`src/rtl/jogo_pkg.sv`:
```
// Shared game constants, controller state encoding and saturating score add.
// Pure definitions: no latency, no flow control.
package jogo_pkg;
    localparam int ALTURA_TELA  = 480;
    localparam int LARGURA_TELA = 640;
    localparam int COORD_W      = 10;

    typedef enum logic [2:0] {
        IDLE     = 3'd0,
        LAUNCH   = 3'd1,
        GRACE    = 3'd2,
        FLIGHT   = 3'd3,
        HIT      = 3'd4,
        COOLDOWN = 3'd5
    } estado_t;

    function automatic logic [15:0] soma_saturada(input logic [15:0] a, input logic [15:0] b);
        logic [16:0] s;
        s = {1'b0, a} + {1'b0, b};
        return s[16] ? 16'hFFFF : s[15:0];
    endfunction
endpackage

```
`src/rtl/controle_disparo_if.sv`:
```
// Projectile/target/score bundle between the shot controller and the game side.
// Wires only: no latency, no flow control (pulses are single-cycle strobes).
interface controle_disparo_if;
    import jogo_pkg::*;

    logic [COORD_W-1:0] bola_x;
    logic [COORD_W-1:0] bola_y;
    logic [COORD_W-1:0] bola_raio;
    logic [COORD_W-1:0] alvo_x;
    logic [COORD_W-1:0] alvo_y;
    logic [COORD_W-1:0] alvo_largura;
    logic [COORD_W-1:0] alvo_altura;
    logic               alvo_vivo;
    logic               iniciar_movimento;
    logic               bola_ativa;
    logic               acerto;
    logic               perdido;
    logic [15:0]        pontos;
    logic [2:0]         estado;

    modport master (
        input  bola_x, bola_y, bola_raio, alvo_x, alvo_y, alvo_largura, alvo_altura, alvo_vivo,
        output iniciar_movimento, bola_ativa, acerto, perdido, pontos, estado
    );

    modport slave (
        output bola_x, bola_y, bola_raio, alvo_x, alvo_y, alvo_largura, alvo_altura, alvo_vivo,
        input  iniciar_movimento, bola_ativa, acerto, perdido, pontos, estado
    );
endinterface

```
`src/rtl/sincronizador_botao.sv`:
```
// 2-FF synchroniser for the raw fire button plus rising-edge detect.
// nivel is 2 cycles behind the pin, borda pulses for one cycle alongside it; no backpressure.
module sincronizador_botao (
    input  logic CLOCK_50,
    input  logic reset,
    input  logic i_botao,
    output logic o_nivel,
    output logic o_borda
);
    logic r_sinc1;
    logic r_sinc2;
    logic r_sinc2_ant;

    always_ff @(posedge CLOCK_50 or posedge reset) begin
        if (reset) begin
            r_sinc1     <= 1'b0;
            r_sinc2     <= 1'b0;
            r_sinc2_ant <= 1'b0;
        end else begin
            r_sinc1     <= i_botao;
            r_sinc2     <= r_sinc1;
            r_sinc2_ant <= r_sinc2;
        end
    end

    assign o_nivel = r_sinc2;
    assign o_borda = r_sinc2 & ~r_sinc2_ant;
endmodule

```
`src/rtl/controle_disparo.sv`:
```
// Shot controller: fire request -> launch pulse, grace, registered hit/miss check, score, cooldown.
// Launch 3 cycles after the button edge, verdict 1 cycle after sampling; AUTO_FIRE_EN fires on held level. pausa freezes everything.
module controle_disparo #(
    parameter int ALTURA_TELA     = jogo_pkg::ALTURA_TELA,
    parameter int GRACE_CICLOS    = 100_000,
    parameter int COOLDOWN_CICLOS = 2_500_000,
    parameter int PONTOS_ACERTO   = 10
) (
    input  logic               CLOCK_50,
    input  logic               reset,
    input  logic               pausa,
    input  logic               reiniciarJogo,
    input  logic               botao_tiro,
    controle_disparo_if.master bus
);
    import jogo_pkg::*;

    localparam logic [31:0] GRACE_FIM    = 32'(GRACE_CICLOS - 1);
    localparam logic [31:0] COOLDOWN_FIM = 32'(COOLDOWN_CICLOS - 1);
    localparam logic [15:0] INCREMENTO   = 16'(PONTOS_ACERTO);
    localparam logic [10:0] LIMITE_Y     = 11'(ALTURA_TELA);

    estado_t     r_estado, w_estado_prox;
    logic [31:0] r_cnt, w_cnt_prox;
    logic [15:0] r_pontos, w_pontos_prox;
    logic        r_hit, r_fora, r_chk_vld;
    logic        w_nivel, w_borda, w_pedido;
    logic        w_colisao, w_fora;
    logic        w_inicia, w_acerto, w_perdido;
    logic [10:0] w_bx, w_by, w_br, w_ax, w_ay, w_al, w_ah;

    sincronizador_botao u_sinc (
        .CLOCK_50 (CLOCK_50),
        .reset    (reset),
        .i_botao  (botao_tiro),
        .o_nivel  (w_nivel),
        .o_borda  (w_borda)
    );

    // borda implies nivel, so each form below reduces to the intended single source.
`ifdef AUTO_FIRE_EN
    assign w_pedido = w_nivel | w_borda;
`else
    assign w_pedido = w_borda & w_nivel;
`endif

    assign w_bx = {1'b0, bus.bola_x};
    assign w_by = {1'b0, bus.bola_y};
    assign w_br = {1'b0, bus.bola_raio};
    assign w_ax = {1'b0, bus.alvo_x};
    assign w_ay = {1'b0, bus.alvo_y};
    assign w_al = {1'b0, bus.alvo_largura};
    assign w_ah = {1'b0, bus.alvo_altura};

    assign w_colisao = bus.alvo_vivo
                     & (w_bx + w_br >= w_ax) & (w_bx <= w_ax + w_al + w_br)
                     & (w_by + w_br >= w_ay) & (w_by <= w_ay + w_ah + w_br);
    assign w_fora    = (w_by >= LIMITE_Y) | (w_by < w_br);

    always_ff @(posedge CLOCK_50 or posedge reset) begin
        if (reset) begin
            r_estado  <= IDLE;
            r_cnt     <= '0;
            r_pontos  <= '0;
            r_hit     <= 1'b0;
            r_fora    <= 1'b0;
            r_chk_vld <= 1'b0;
        end else begin
            r_estado <= w_estado_prox;
            r_cnt    <= w_cnt_prox;
            r_pontos <= w_pontos_prox;
            if (reiniciarJogo) begin
                r_hit     <= 1'b0;
                r_fora    <= 1'b0;
                r_chk_vld <= 1'b0;
            end else if (!pausa) begin
                // Verdict only trusted once coordinates were sampled inside FLIGHT.
                r_hit     <= w_colisao;
                r_fora    <= w_fora;
                r_chk_vld <= (r_estado == FLIGHT);
            end
        end
    end

    always_comb begin
        w_estado_prox = r_estado;
        w_cnt_prox    = r_cnt;
        w_pontos_prox = r_pontos;
        w_inicia      = 1'b0;
        w_acerto      = 1'b0;
        w_perdido     = 1'b0;
        if (reiniciarJogo) begin
            w_estado_prox = IDLE;
            w_cnt_prox    = '0;
            w_pontos_prox = '0;
        end else if (!pausa) begin
            case (r_estado)
                IDLE:   if (w_pedido) w_estado_prox = LAUNCH;
                LAUNCH: begin
                    w_inicia      = 1'b1;
                    w_cnt_prox    = '0;
                    w_estado_prox = GRACE;
                end
                GRACE: begin
                    if (r_cnt == GRACE_FIM) begin
                        w_cnt_prox    = '0;
                        w_estado_prox = FLIGHT;
                    end else begin
                        w_cnt_prox = r_cnt + 32'd1;
                    end
                end
                FLIGHT: begin
                    if (r_chk_vld && r_hit) begin
                        w_estado_prox = HIT;
                    end else if (r_chk_vld && r_fora) begin
                        w_perdido     = 1'b1;
                        w_cnt_prox    = '0;
                        w_estado_prox = COOLDOWN;
                    end
                end
                HIT: begin
                    w_acerto      = 1'b1;
                    w_pontos_prox = soma_saturada(r_pontos, INCREMENTO);
                    w_cnt_prox    = '0;
                    w_estado_prox = COOLDOWN;
                end
                COOLDOWN: begin
                    if (r_cnt == COOLDOWN_FIM) begin
                        w_cnt_prox    = '0;
                        w_estado_prox = IDLE;
                    end else begin
                        w_cnt_prox = r_cnt + 32'd1;
                    end
                end
                default: begin
                    w_cnt_prox    = '0;
                    w_estado_prox = IDLE;
                end
            endcase
        end
    end

    assign bus.iniciar_movimento = w_inicia;
    assign bus.acerto            = w_acerto;
    assign bus.perdido           = w_perdido;
    assign bus.bola_ativa        = (r_estado == GRACE) || (r_estado == FLIGHT);
    assign bus.pontos            = r_pontos;
    assign bus.estado            = r_estado;
endmodule

```
`src/flat_wrapper.sv`:
```
// flat-port wrapper written by rule: the top's interface ports become plain ports
module controle_disparo_flat import jogo_pkg::*;
#(
    parameter int ALTURA_TELA     = jogo_pkg::ALTURA_TELA,
    parameter int GRACE_CICLOS    = 100_000,
    parameter int COOLDOWN_CICLOS = 2_500_000,
    parameter int PONTOS_ACERTO   = 10
)
  (CLOCK_50, reset, pausa, reiniciarJogo, botao_tiro, bus_bola_x, bus_bola_y, bus_bola_raio, bus_alvo_x, bus_alvo_y, bus_alvo_largura, bus_alvo_altura, bus_alvo_vivo, bus_iniciar_movimento, bus_bola_ativa, bus_acerto, bus_perdido, bus_pontos, bus_estado);
  controle_disparo_if bus_i ();
  input  logic CLOCK_50;
  input  logic reset;
  input  logic pausa;
  input  logic reiniciarJogo;
  input  logic botao_tiro;
  input wire logic [$bits(bus_i.bola_x)-1:0] bus_bola_x;
  input wire logic [$bits(bus_i.bola_y)-1:0] bus_bola_y;
  input wire logic [$bits(bus_i.bola_raio)-1:0] bus_bola_raio;
  input wire logic [$bits(bus_i.alvo_x)-1:0] bus_alvo_x;
  input wire logic [$bits(bus_i.alvo_y)-1:0] bus_alvo_y;
  input wire logic [$bits(bus_i.alvo_largura)-1:0] bus_alvo_largura;
  input wire logic [$bits(bus_i.alvo_altura)-1:0] bus_alvo_altura;
  input wire logic [$bits(bus_i.alvo_vivo)-1:0] bus_alvo_vivo;
  output wire logic [$bits(bus_i.iniciar_movimento)-1:0] bus_iniciar_movimento;
  output wire logic [$bits(bus_i.bola_ativa)-1:0] bus_bola_ativa;
  output wire logic [$bits(bus_i.acerto)-1:0] bus_acerto;
  output wire logic [$bits(bus_i.perdido)-1:0] bus_perdido;
  output wire logic [$bits(bus_i.pontos)-1:0] bus_pontos;
  output wire logic [$bits(bus_i.estado)-1:0] bus_estado;
  assign bus_i.bola_x = bus_bola_x;
  assign bus_i.bola_y = bus_bola_y;
  assign bus_i.bola_raio = bus_bola_raio;
  assign bus_i.alvo_x = bus_alvo_x;
  assign bus_i.alvo_y = bus_alvo_y;
  assign bus_i.alvo_largura = bus_alvo_largura;
  assign bus_i.alvo_altura = bus_alvo_altura;
  assign bus_i.alvo_vivo = bus_alvo_vivo;
  assign bus_iniciar_movimento = bus_i.iniciar_movimento;
  assign bus_bola_ativa = bus_i.bola_ativa;
  assign bus_acerto = bus_i.acerto;
  assign bus_perdido = bus_i.perdido;
  assign bus_pontos = bus_i.pontos;
  assign bus_estado = bus_i.estado;
  controle_disparo #(.ALTURA_TELA(ALTURA_TELA), .GRACE_CICLOS(GRACE_CICLOS), .COOLDOWN_CICLOS(COOLDOWN_CICLOS), .PONTOS_ACERTO(PONTOS_ACERTO)) u_core (.CLOCK_50(CLOCK_50), .reset(reset), .pausa(pausa), .reiniciarJogo(reiniciarJogo), .botao_tiro(botao_tiro), .bus(bus_i));
endmodule
```
`config.mk`:
```
export PLATFORM = sky130hd
export DESIGN_NAME = controle_disparo_flat
export DESIGN_NICKNAME = d
export VERILOG_FILES = /design/src/rtl/jogo_pkg.sv /design/src/rtl/controle_disparo_if.sv /design/src/rtl/sincronizador_botao.sv /design/src/rtl/controle_disparo.sv /design/src/flat_wrapper.sv
export SDC_FILE = /design/constraint.sdc
export NUM_CORES = 1
export LEC_CHECK = 0
export CAP_MARGIN = 40
export CORE_ASPECT_RATIO = 1.2
export CORE_MARGIN = 2
export CORE_UTILIZATION = 45
export DETAILED_ROUTE_END_ITERATION = 12
export PLACE_DENSITY_LB_ADDON = 0.05
export SYNTH_ARGS = -nofsm -noshare
export SYNTH_HDL_FRONTEND = slang
export SYNTH_HIERARCHICAL = 1
export SYNTH_SLANG_ARGS = --single-unit
export TNS_END_PERCENT = 50
```
`constraint.sdc`:
```
create_clock -name CLOCK_50 -period 5.05 [get_ports CLOCK_50]
set_input_delay 0.7575 -clock CLOCK_50 [delete_from_list [all_inputs] [get_ports CLOCK_50]]
set_output_delay 0.7575 -clock CLOCK_50 [all_outputs]
set_load 0.05 [all_outputs]
```
Word-level counts from Yosys, hierarchy flattened:

Cells that the tools add are included.

* bits of input ports: 76
* register bits after elaboration: 57
* logic and storage cells: 90
* output and inout port bits: 23

* $lt $le $gt $ge: 6
* reductions and logical operators: 8
* bitwise operators: 8
* equal/unequal tests: 15
* mux-type cells: 36
* add/sub/neg operators: 8

Operators by type and width (number)
* $mux 32: 6
* $pmux 32 s4: 1
* $mux 16: 4
* $add 10x10->11: 4
* $add 32x1->32 const B: 1
* $eq 32x17->1 const B: 1
* $eq 32x22->1 const B: 1
* $add 11x10->11: 2
* $ge 11x10->1: 2
* $le 10x11->1: 2
* $mux 3: 7
* $pmux 3 s6: 1
* $add 16x4->17 const B: 1
* $mux 1: 17
* $ge 10x9->1 const B: 1
* $lt 10x10->1: 1
* $ne 3x2->1 const B: 3
* $and 1x1->1: 6
* $eq 3x2->1 const B: 2
* $eq 3x3->1 const B: 2
* $ne 3x3->1 const B: 2
* $reduce_and 5->1: 1
* $ne 4x4->1 const B: 1
* $reduce_and 4->1: 1
* other kinds (10): 11

Logic depth before layout (Yosys ltp):

* depth in word-level cells: 8
* mapped depth: 18

Modules after synthesis:

The synthesis kept the hierarchy.

Modules (own cells, without submodules)
* controle_disparo: sequential area each 1351.3 µm², area an instance 6143.4 µm², instances 1, cells an instance 713
* sincronizador_botao: sequential area each 75.1 µm², area an instance 92.6 µm², instances 1, cells an instance 5

Least setup slack after synthesis:

Ideal clock, no wire load.

* path kind: input to register
* start: input bus_bola_raio[1]
* end: register u_core.r_hit
* arrival time: 4084 ps
* stages on the path: 17
* required time: 4946 ps
* buffers on the path: 0
* path slack: 862 ps
* library setup time: 104 ps
* path through: inv_1 -> fa_1 -> inv_1 -> ha_1 -> fa_1 -> a21o_1 -> a21oi_1 -> nor2b_1 -> o21a_1 -> o41ai_1 -> xor2_1 -> ha_1 -> nand3_1 -> a211oi_1 -> a221oi_1 -> nor3_1 -> a221oi_1

* cells in the longest elaborated chain, start to end: 8

Ends and longest elaborated chain
* start: declaration: line flat_wrapper.sv:18 `input wire logic [$bits(bus_i.bola_raio)-1:0] bus_bola_raio;`
* $add 10x10->11: line controle_disparo.sv:56 `& (w_bx + w_br >= w_ax) & (w_bx <= w_ax + w_al + w_br)`
* $ge 11x10->1: line controle_disparo.sv:56
* $and 1x1->1 (2 in a row): line controle_disparo.sv:56
* $and 1x1->1: line controle_disparo.sv:57 `& (w_by + w_br >= w_ay) & (w_by <= w_ay + w_ah + w_br);`
* $and 1x1->1 *: line controle_disparo.sv:57
* $mux 1 *: line controle_disparo.sv:76 `end else if (!pausa) begin`
* $mux 1 *: line controle_disparo.sv:72 `if (reiniciarJogo) begin`
* end signal: assignment: line controle_disparo.sv:78 `r_hit <= w_colisao;`
* end: declaration: line controle_disparo.sv:26 `logic r_hit, r_fora, r_chk_vld;`

Every way passes the cells marked *; elsewhere a longest branch is shown, timed or not. The select of a mux whose other input is x is not followed.
A chain may end at the register's enable or synchronous reset.

Worst setup path in the final report:

Same ends and word-level chain as after synthesis.

==> results.yml <==
synthesis:
  synthTopCellsByArea: "dfrtp_1 23%, ha_1 18%, fa_1 7.7%"
  ys_seq_elements: 57
  ys_types: 70
  syn_nets: 908
  async_reset_ff_share_pct: 100
  synth_cells: 718
  synth_edf_count: 0
  ys_warn_count: 6
  synth_top_area_share_pct: 22.9
  syn_area_per_cell_um2: 8.69
  ys.flop_type: "dfrtp_1"
  synth.largest_area_cell: "dfrtp_1"
  synth.cell_area_um2: 6240
  ys_seq_area_share_pct: 22.9
routing:
  ant_nets: 0
  drtPass1Iterations: 5
  wl_per_cell_um: 15.7
  routed_wl_um: 15600
  vias: 5598
  drtIter0Drc: 252
  viasPerCell: 5.61
  drc: 0
clock_network:
  clkSlewWorstSetupHoldPaths_ns: 0.05
  clk-insertion-delay-late_ns: 0.32
  ctsResizeCount: 0
  clk_path_buf_depth: 2
  hold_buffers: 0
  cts-root-buf: "clkbuf_16"
  htreeDepth: 3
  cts_tree: "built"
  postCtsSetupRepairBufs: 0
  clkSinkCount: 57
  cts_made_buffers: 9
timing:
  fin_crit_sh_pct: 92.6
  fmax_mhz: 214
  rsz0062_at_grt: "false"
  slew_violations: 0
  setup_viol_count_final: 0
  worst_slew_pin_slew_ns: 0.841
  maxSlewHeadroom_pct: 43.9
  post-route-min-period_ns: 4.68
  hold_viol: 0
  setup_tns_ns: 0
  skew_ns: 0.00342
power:
  ir_worst_vdd_uv: 289
  power_leakage_nw: 3.45
  power_density_nw_per_um2: 259
finish:
  final_cells: 997
  area_growth_pct: 23.7
  nNetsFinal: 1014
  antenna_cells: 0
  final_layout_size_suffix_gt1_share_pct: 4.24
die:
  die_w_um: 111
  design.die.area_um2: 14800
  rows: 47
  ios: 99
  die_h_um: 133
  coreArea_um2: 13600
  start_util_pct: 45.7
outcome:
  status: "complete, no violations"
grt:
  first_global_vias: 5586
  track_usage_pct: 21.4
  grt_max_degree: 38
  gr-total-overflow: 0
  grt_antenna_before_repair: 0
  grt_pass1_wl_um: 26100
worst_setup_path:
  path_class: "in2reg"
  cpPeakStageDelay_ns: 0.54
  start_kind: "primary input"
  critPathRequiredTime_ns: 5.27
  arrival_ns: 4.90
  end_kind: "flop"
  cpMaxStageDelayCell: "fa_1"
  path_cells: "clkdlybuf4s50_1 > inv_1 > fa_1 > inv_1 > ha_1 > fa_1 > a21o_1 > a21oi_1 > nor2b_1 > o21a_1 > o41ai_1 > xor2_1 > ha_1 > nand3_1 > a211oi_1 > a221oi_1 > nor3_1 > a221oi_1"
  cp_max_fo: 3
placed_design:
  gp_congestion: 0.860
  placed_cells: 983
  hpwl_um: 12800
  io_buffers: 98
min_path:
  min_path_type: "reg2reg"
run:
  maxCapViolCount: 0
sequential cells by signal (all words and copies together), names as in the netlist:
register,count
u_core/bus.estado,3
u_core/bus.pontos,16
u_core/r_chk_vld,1
u_core/r_cnt,32
u_core/r_fora,1
u_core/r_hit,1
u_core/u_sinc/o_nivel,1
u_core/u_sinc/r_sinc1,1
u_core/u_sinc/r_sinc2_ant,1
placed cells by master (no fill, tap or decap), types with 7 or more instances in the layout:
master | Yosys | final
nor2_1 | 57 | 57
nor3_1 | 17 | 17
o21a_1 | 7 | 7
xnor2_1 | 22 | 22
a21o_1 | 11 | 11
fa_1 | 24 | 24
or3_1 | 11 | 11
inv_1 | 72 | 71
nor2b_1 | 12 | 12
buf_4 | 1 | 8
xor2_1 | 27 | 27
dfrtp_1 | 57 | 57
nor4_1 | 16 | 16
a21oi_1 | 35 | 35
o21ai_0 | 60 | 60
clkbuf_16 | 0 | 9
ha_1 | 90 | 90
nand4_1 | 13 | 13
nand3_1 | 21 | 21
nand2_1 | 35 | 35
nand2b_1 | 13 | 13
clkdlybuf4s50_1 | 0 | 98
cells in the mapped netlist (all sizes together) (5+ instances only):
library cell and n:
a211o 5, a21o 12, a21oi 35, buf 6, clkbuf 7, dfrtp 57, fa 24, ha 90
inv 72, nand2 35, nand2b 13, nand3 21, nand3b 5, nand4 13, nor2 58, nor2b 13
nor3 17, nor3b 5, nor4 18, o211ai 6, o21a 7, o21ai 63, o31ai 6, or3 11
xnor2 22, xor2 27
report_power, final:
part | switching [mW] | total (mW) | leakage [nW] | internal, mW
sequential | 0.0291 | 0.504 | 0.786 | 0.475
clock | 0.185 | 0.547 | 0.134 | 0.362
combinational | 0.529 | 0.946 | 2.53 | 0.416
critical path, delay by kind of cell:
kind	cells	cell delay (ns)
simple gates	3	0.27
fa+ha+maj	4	1.47
compound gates	7	1.55
xor+xnor	1	0.22
buf+inv	3	0.63
final timing paths:
path	startpoint	to	slack (ns)	cells past startpoint
worst max-delay path	bus_bola_raio[1]	u_core/r_hit	0.37	18
worst min-delay path	u_core/u_sinc/r_sinc1	u_core/u_sinc/o_nivel	0.35	0
worst max register to register	u_core/r_cnt[21]	u_core/r_cnt[29]	2.26	6
worst min register to register	u_core/u_sinc/r_sinc1	u_core/u_sinc/o_nivel	0.35	0
max in group asynchronous	reset	u_core/r_cnt[5]	3.44	3
min in group asynchronous	reset	u_core/u_sinc/o_nivel	0.66	2
through the flow:
step | util (%) | setup WS [ns] | total power [mW] | hold slack (ns) | cell area (µm²)
6_report | 56.5 | 0.374 | 2.00 | 0.352 | 7710
3_3_place_gp | 54.4 | 0.184 | 1.42 | 0.339 | 7430
3_5_place_dp | 54.5 | 0.0604 | 1.45 | 0.347 | 7440
4_1_cts | 56.5 | 0.383 | 2.02 | 0.358 | 7710
2_1_floorplan | - | 0.862 | 1.18 | 0.331 | 6240
5_1_grt | 56.5 | 0.0469 | 2.16 | 0.360 | 7710
routing by layer:
| layer | wire length, µm | track usage, % | up-vias |
|---|---|---|---|
| met4 | 392 | 8.50 | 0 |
| met1 | 6350 | 24.0 | 2651 |
| li1 | - | - | 2813 |
| met5 | 0 | 0 | - |
| met3 | 518 | 2.79 | 23 |
| met2 | 8360 | 40.7 | 111 |
final cells by class:
cell class                 count  area [µm²]
clock buffer                  13         270
inverter                      72         270
sequential                    57        1430
tap                          171         214
timing repair buffer         108        1060
multi-input combinational    576        4480
fill                        1242        5930
logic make-up (layout without fill, tap and decap cells):
kind of cell	Yosys count	after routing	share of synthesized area (%)
AO/OA/AOI/OAI	175	175	18.1
XOR/XNOR	49	49	6.88
adder cells (fa/ha/maj)	114	114	25.8
buffers and inverters	85	193	5.36
flip-flops	57	57	22.9
multiplexers	5	5	0.823
AND/OR/NAND/NOR	233	233	20.2
(Power assumes the default switching activity.)
